`config.mk`:
```
export PLATFORM = sky130hd
export DESIGN_NAME = maxpool_top
export DESIGN_NICKNAME = d
export VERILOG_FILES = /design/src/rtl/pool_pkg.sv /design/src/rtl/pool_line_buf.sv /design/src/rtl/maxpool_top.sv
export SDC_FILE = /design/constraint.sdc
export NUM_CORES = 1
export LEC_CHECK = 0
export BUFFER_PORTS_ARGS = -buffer_cell sky130_fd_sc_hd__buf_4
export CELL_PAD_IN_SITES_DETAIL_PLACEMENT = 2
export CELL_PAD_IN_SITES_GLOBAL_PLACEMENT = 2
export CORE_ASPECT_RATIO = 0.6
export CORE_MARGIN = 10
export CORE_UTILIZATION = 44
export CTS_CLUSTER_DIAMETER = 100
export DETAILED_ROUTE_END_ITERATION = 10
export PLACE_DENSITY = 0.79
export RECOVER_POWER = 50
export SETUP_SLACK_MARGIN = 0.3
export SLEW_MARGIN = 20
export SYNTH_ARGS = -nofsm -noshare
export SYNTH_HDL_FRONTEND = slang
export SYNTH_SLANG_ARGS = --single-unit
```
`constraint.sdc`:
```
create_clock -name clk -period 5.2 [get_ports clk]
set_input_delay 1.04 -clock clk [delete_from_list [all_inputs] [get_ports clk]]
set_output_delay 1.04 -clock clk [all_outputs]
set_load 0.05 [all_outputs]
```
`src/rtl/pool_pkg.sv`:
```
// Shared constants, types and helpers for the 2x2 stride-2 max-pooling stage.
package pool_pkg;

  localparam int DW       = 16;
  localparam int LINE_W   = 26;
  localparam int POOL_W   = LINE_W / 2;
  localparam int NUM_MAPS = 5;
  localparam int COL_W    = $clog2(LINE_W);
  localparam int MAP_W    = $clog2(NUM_MAPS);
  // pcol is col>>1; with an even LINE_W this needs exactly one bit less than col.
  localparam int PCOL_W   = COL_W - 1;

  localparam logic [COL_W-1:0] POS_LAST = COL_W'(LINE_W - 1);
  localparam logic [MAP_W-1:0] MAP_LAST = MAP_W'(NUM_MAPS - 1);

  typedef logic [DW-1:0] act_t;

  // Unsigned maximum; on a tie both operands are equal so either is correct.
  function automatic act_t umax(input act_t a, input act_t b);
    return (a >= b) ? a : b;
  endfunction

  // Map counter successor, wrapping after the last filter map.
  function automatic logic [MAP_W-1:0] next_map(input logic [MAP_W-1:0] m);
    return (m == MAP_LAST) ? '0 : m + MAP_W'(1);
  endfunction

endpackage

```
`src/rtl/pool_line_buf.sv`:
```
// One-row buffer of horizontal pair maxima from the even row of each window.
module pool_line_buf
  import pool_pkg::*;
(
  input  logic              clk,
  input  logic              wr_en,
  input  logic [PCOL_W-1:0] wr_idx,
  input  act_t              wr_data,
  input  logic [PCOL_W-1:0] rd_idx,
  output act_t              rd_data
);

  act_t mem_q [POOL_W];

  // Contents need no reset: every entry is rewritten on an even row before it is read.
  always_ff @(posedge clk) begin
    if (wr_en) begin
      mem_q[wr_idx] <= wr_data;
    end
  end

  assign rd_data = mem_q[rd_idx];

endmodule

```
`src/rtl/maxpool_top.sv`:
```
// 2x2 stride-2 max pooling over a 26x26 activation map, up to five maps per group.
module maxpool_top
  import pool_pkg::*;
(
  input  logic          clk,
  input  logic          rst,
  input  logic          in_valid,
  input  logic [DW-1:0] in_data,
  input  logic          line_start_in,
  input  logic          frame_start_dim_in,
  input  logic          frame_end_dim_in,
  output logic          out_valid,
  output logic [DW-1:0] out_data,
  output logic          line_start_out,
  output logic          frame_start_out,
  output logic          frame_end_out,
  output logic [2:0]    map_idx,
  output logic          align_err
);

  logic [COL_W-1:0] col_q, col_d, row_q, row_d;
  logic [MAP_W-1:0] map_q, map_d;
  act_t             h_q, h_d;
  logic             align_err_q, align_err_d;
  logic             first_q, first_d;
  logic             out_valid_q, out_valid_d;
  act_t             out_data_q, out_data_d;
  logic             line_start_out_q, line_start_out_d;
  logic             frame_start_out_q, frame_start_out_d;
  logic [2:0]       map_idx_q, map_idx_d;
  logic [1:0]       fe_pipe_q, fe_pipe_d;

  logic [COL_W-1:0]  col_eff, row_eff;
  logic [MAP_W-1:0]  map_eff;
  logic              misalign;
  logic [PCOL_W-1:0] pcol;
  act_t              hmax, win_max, buf_rd_data;
  logic              buf_wr_en;

  // Position the current pixel really occupies after frame-start and line-start realignment.
  always_comb begin
    col_eff  = col_q;
    row_eff  = row_q;
    map_eff  = map_q;
    misalign = 1'b0;
    if (frame_start_dim_in) begin
      col_eff = '0;
      row_eff = '0;
      map_eff = '0;
    end else if (in_valid && line_start_in) begin
      col_eff = '0;
      if (col_q != '0) begin
        misalign = 1'b1;
        if (row_q == POS_LAST) begin
          row_eff = '0;
          map_eff = next_map(map_q);
        end else begin
          row_eff = row_q + COL_W'(1);
        end
      end
    end
  end

  assign pcol      = col_eff[COL_W-1:1];
  assign hmax      = umax(h_q, in_data);
  assign win_max   = umax(hmax, buf_rd_data);
  assign buf_wr_en = in_valid && col_eff[0] && !row_eff[0];

  pool_line_buf u_line_buf (
    .clk     (clk),
    .wr_en   (buf_wr_en),
    .wr_idx  (pcol),
    .wr_data (hmax),
    .rd_idx  (pcol),
    .rd_data (buf_rd_data)
  );

  // Counter advance, horizontal pairing, pooled output and marker generation.
  always_comb begin
    col_d             = col_q;
    row_d             = row_q;
    map_d             = map_q;
    h_d               = h_q;
    align_err_d       = align_err_q;
    first_d           = first_q;
    out_valid_d       = 1'b0;
    out_data_d        = out_data_q;
    line_start_out_d  = 1'b0;
    frame_start_out_d = 1'b0;
    map_idx_d         = map_idx_q;

    if (frame_start_dim_in) begin
      col_d       = '0;
      row_d       = '0;
      map_d       = '0;
      align_err_d = 1'b0;
      first_d     = 1'b1;
    end

    if (in_valid) begin
      if (col_eff == POS_LAST) begin
        col_d = '0;
        if (row_eff == POS_LAST) begin
          row_d = '0;
          map_d = next_map(map_eff);
        end else begin
          row_d = row_eff + COL_W'(1);
          map_d = map_eff;
        end
      end else begin
        col_d = col_eff + COL_W'(1);
        row_d = row_eff;
        map_d = map_eff;
      end

      if (misalign) begin
        align_err_d = 1'b1;
      end

      if (!col_eff[0]) begin
        h_d = in_data;
      end else if (row_eff[0]) begin
        out_valid_d       = 1'b1;
        out_data_d        = win_max;
        line_start_out_d  = (pcol == '0);
        frame_start_out_d = first_q;
        map_idx_d         = 3'(map_eff);
        first_d           = 1'b0;
      end
    end

    if (frame_end_dim_in) begin
      col_d = '0;
      row_d = '0;
      map_d = '0;
      h_d   = '0;
    end

    fe_pipe_d = {fe_pipe_q[0], frame_end_dim_in};
  end

  // State and output registers, all cleared immediately by reset.
  always_ff @(posedge clk or posedge rst) begin
    if (rst) begin
      col_q             <= '0;
      row_q             <= '0;
      map_q             <= '0;
      h_q               <= '0;
      align_err_q       <= 1'b0;
      first_q           <= 1'b0;
      out_valid_q       <= 1'b0;
      out_data_q        <= '0;
      line_start_out_q  <= 1'b0;
      frame_start_out_q <= 1'b0;
      map_idx_q         <= '0;
      fe_pipe_q         <= '0;
    end else begin
      col_q             <= col_d;
      row_q             <= row_d;
      map_q             <= map_d;
      h_q               <= h_d;
      align_err_q       <= align_err_d;
      first_q           <= first_d;
      out_valid_q       <= out_valid_d;
      out_data_q        <= out_data_d;
      line_start_out_q  <= line_start_out_d;
      frame_start_out_q <= frame_start_out_d;
      map_idx_q         <= map_idx_d;
      fe_pipe_q         <= fe_pipe_d;
    end
  end

  assign out_valid       = out_valid_q;
  assign out_data        = out_data_q;
  assign line_start_out  = line_start_out_q;
  assign frame_start_out = frame_start_out_q;
  assign frame_end_out   = fe_pipe_q[1];
  assign map_idx         = map_idx_q;
  assign align_err       = align_err_q;

endmodule

```
==> results.yml <==
global_route:
  grt_max_degree: 56
  grtUsageTotal_pct: 22.5
  grt_pass1_vias: 8904
  overflow: 0
  antenna_found_initial: 0
  grt_pass1_wl_um: 58100
critical_path:
  critical_path_class: "primary input to flop"
  worstPathCellList: "clkbuf_1 > inv_1 > ha_1 > nand2_1 > nor3_1 > o2111ai_1 > o21ai_0 > buf_4 > mux2i_1 > clkbuf_1 > ha_1 > nand2b_1 > a211oi_1 > o21ai_0 > a211oi_1 > or3_1 > buf_4 > o221ai_1"
  required_ns: 5.58
  crit_arrival_ns: 5.19
  crit_path_max_incr_delay_ns: 0.38
  endpoint_kind: "flop"
  critPathLaunch: "in_data[15]"
  start_kind: "primary input"
  cp_max_fo: 16
  reg2reg_from: "h_q[15]"
  critPathSlowestCell: "a211oi_1"
timing:
  max_freq_mhz: 208
  tightest_slew_ns: 3.16
  maxSlewViolCount: 56
  holdWs_ns: 0.356
  rsz0062_at_grt: "no"
  skew_ns: 0.0134
  layout_setup_ws_ns: 0.385
  layout_min_cycle_time_ns: 4.82
  hold_violations: 0
  finalSetupViolations: 0
  slew_headroom_pct: -111
  post-route-period-util_pct: 92.6
place:
  io_buffers: 45
  dp.cells: 1267
  post-place-ws_ns: -0.0217
  gp_congestion: 0.847
  hpwl_um: 26200
synth:
  syn_area_per_cell_um2: 13.5
  yosys_warnings: 0
  netlist_instances: 862
  netlist_area_um2: 11700
  ys_seq_elements: 263
  synthFlopType: "edfxtp_1"
  synth_edf_count: 208
  synth_cell_type_count: 54
  ys_seq_area_share_pct: 65.4
  synth.net_count: 926
  async_reset_ff_share_pct: 20.9
layout:
  fin_cells: 1314
  drive_gt1_share_pct: 16.0
  mostFrequentLayoutCell: "edfxtp_1"
  nFillCells: 2522
  fin_nets: 999
  mostFrequentLayoutCells: "208 x edfxtp_1, 68 x nand2_1, 56 x buf_4, 53 x dfrtp_1, 49 x a21oi_1"
  antenna_cells_inserted: 0
  syn_to_final_growth_pct: 14.2
clock_tree:
  htree_levels: 1
  cts.clk_slew.worst_paths_ns: 0.06
  cts-root-buf: "clkbuf_16"
  cts_buffer_depth: 3
  clock_latency_ns: 0.55
  cts_inserted_buffers: 26
  cts_tree: "done"
  cts.sinks: 263
min_path:
  min_from: "fe_pipe_q[0]"
  hold_class: "flop to flop"
drt:
  drt_first_pass_iters: 7
  wirelength_um: 38300
  viasPerCell: 6.13
  wire_per_inst_um: 29.1
  ant_nets: 0
  first_iter_violations: 882
  num_vias: 8060
  route.detailed.drc: 0
die:
  die_y_um: 146
  coreArea_um2: 26200
  fp.dieW_um: 230
  start_util_pct: 44.4
  dieArea_um2: 33600
  num_rows: 46
  ios: 46
power:
  total_power_mw: 4.40
  power_density_nw_per_um2: 331
  leakage_nw: 4.82
  vdd.ir_drop.worst_mv: 0.351
run:
  max_cap_violations: 1
outcome:
  status: "complete, but fails checks"
  violations: "max-capacitance violations, max-slew violations"
cells in the mapped netlist (all sizes together), types with 7 or more instances:
| library cell | instances | area [µm²] |
|---|---|---|
| a21oi | 49 | 245 |
| a22o | 26 | 228 |
| mux2 | 34 | 383 |
| a211oi | 15 | 113 |
| buf | 8 | 50.1 |
| edfxtp | 208 | 6250 |
| o221ai | 19 | 229 |
| ha | 42 | 526 |
| o21ai | 29 | 156 |
| inv | 47 | 176 |
| clkbuf | 37 | 139 |
| nor3 | 19 | 95.1 |
| a22oi | 26 | 195 |
| dfrtp | 55 | 1380 |
| nor4 | 7 | 43.8 |
| nand2 | 68 | 255 |
| mux2i | 21 | 210 |
| nand3 | 11 | 55.1 |
| nor2 | 46 | 173 |
| a222oi | 20 | 200 |
| o22ai | 7 | 43.8 |
cells by family (layout without fill, tap and decap cells):
family          after synthesis  after routing  synth area share, %
simple gates                185            185                 7.32
compound gates              219            219                 14.1
xor+xnor                      6              6                0.451
fa+ha+maj                    42             42                 4.51
buf+inv                      92            184                 3.13
flops                       263            263                 65.4
mux                          55             55                 5.09
flip-flops by register name, indices dropped and copies added (netlist names):
| register | cells |
|---|---|
| first_q | 1 |
| h_q | 16 |
| line_start_out | 1 |
| map_idx | 3 |
| align_err | 1 |
| u_line_buf.mem_q | 208 |
| col_q | 5 |
| out_data | 16 |
| map_q | 3 |
| fe_pipe_q | 2 |
| frame_start_out | 1 |
| out_valid | 1 |
| row_q | 5 |
final timing paths:
| check | to | slack [ns] | depth (start not counted) |
|---|---|---|---|
| worst max-delay path | out_data[15] | 0.38 | 18 |
| max in group asynchronous | col_q[1] | 1.43 | 3 |
| worst min register to register | fe_pipe_q[1] | 0.36 | 0 |
| min in group asynchronous | h_q[6] | 1.70 | 3 |
| worst max register to register | out_data[15] | 0.66 | 16 |
| worst min-delay path | fe_pipe_q[1] | 0.36 | 0 |
routing by layer:
metal  routed length [µm]  track usage (%)  share of wire, %
met1                17000             31.1                44
met2                18200             36.6                47
met3                 2280             3.54               6.0
met4                  863             5.54               2.3
met5                    0                0                 0
power by group:
part / internal [mW] / switching, mW
combinational: 0.0837 / 0.231
clock: 0.942 / 0.805
sequential: 2.32 / 0.0205
total: 3.35 / 1.06
repair_timing:
| item | in CTS | in global routing |
|---|---|---|
| buffers inserted | 0 | 0 |
| endpoints found under the setup margin | 0 | 16 |
| gates resized for setup | 0 | 3 |
| hold buffers | 0 | 0 |
cell type report:
cell class	instances	area, µm²	area share, %
Clock buffer	31	691	5.19
Clock inverter	16	73.8	0.554
Inverter	47	176	1.32
Multi-Input combinational cell	507	3720	27.9
Sequential cell	263	7620	57.3
Tap cell	360	450	3.38
Timing Repair Buffer	90	584	4.39
worst max-delay path: cells and delay by family:
kind,cells,cell delay (ns)
and+or+nand+nor,4,0.71
adders and majority gates,2,0.60
muxes,1,0.23
AOI/OAI and AO/OA,6,1.46
buffers and inverters,5,1.14
per-stage QoR:
| stage | TNS, ns | cell area [µm²] | utilization [%] |
|---|---|---|---|
| 4_1_cts | 0 | 13400 | 51.2 |
| 3_5_place_dp | -0.0217 | 12700 | 48.3 |
| 5_1_grt | 0 | 13300 | 50.7 |
| 2_1_floorplan | 0 | 11700 | - |
| 3_3_place_gp | 0 | 12700 | 48.3 |
| 6_report | 0 | 13300 | 50.7 |
(Power assumes the default switching activity.)
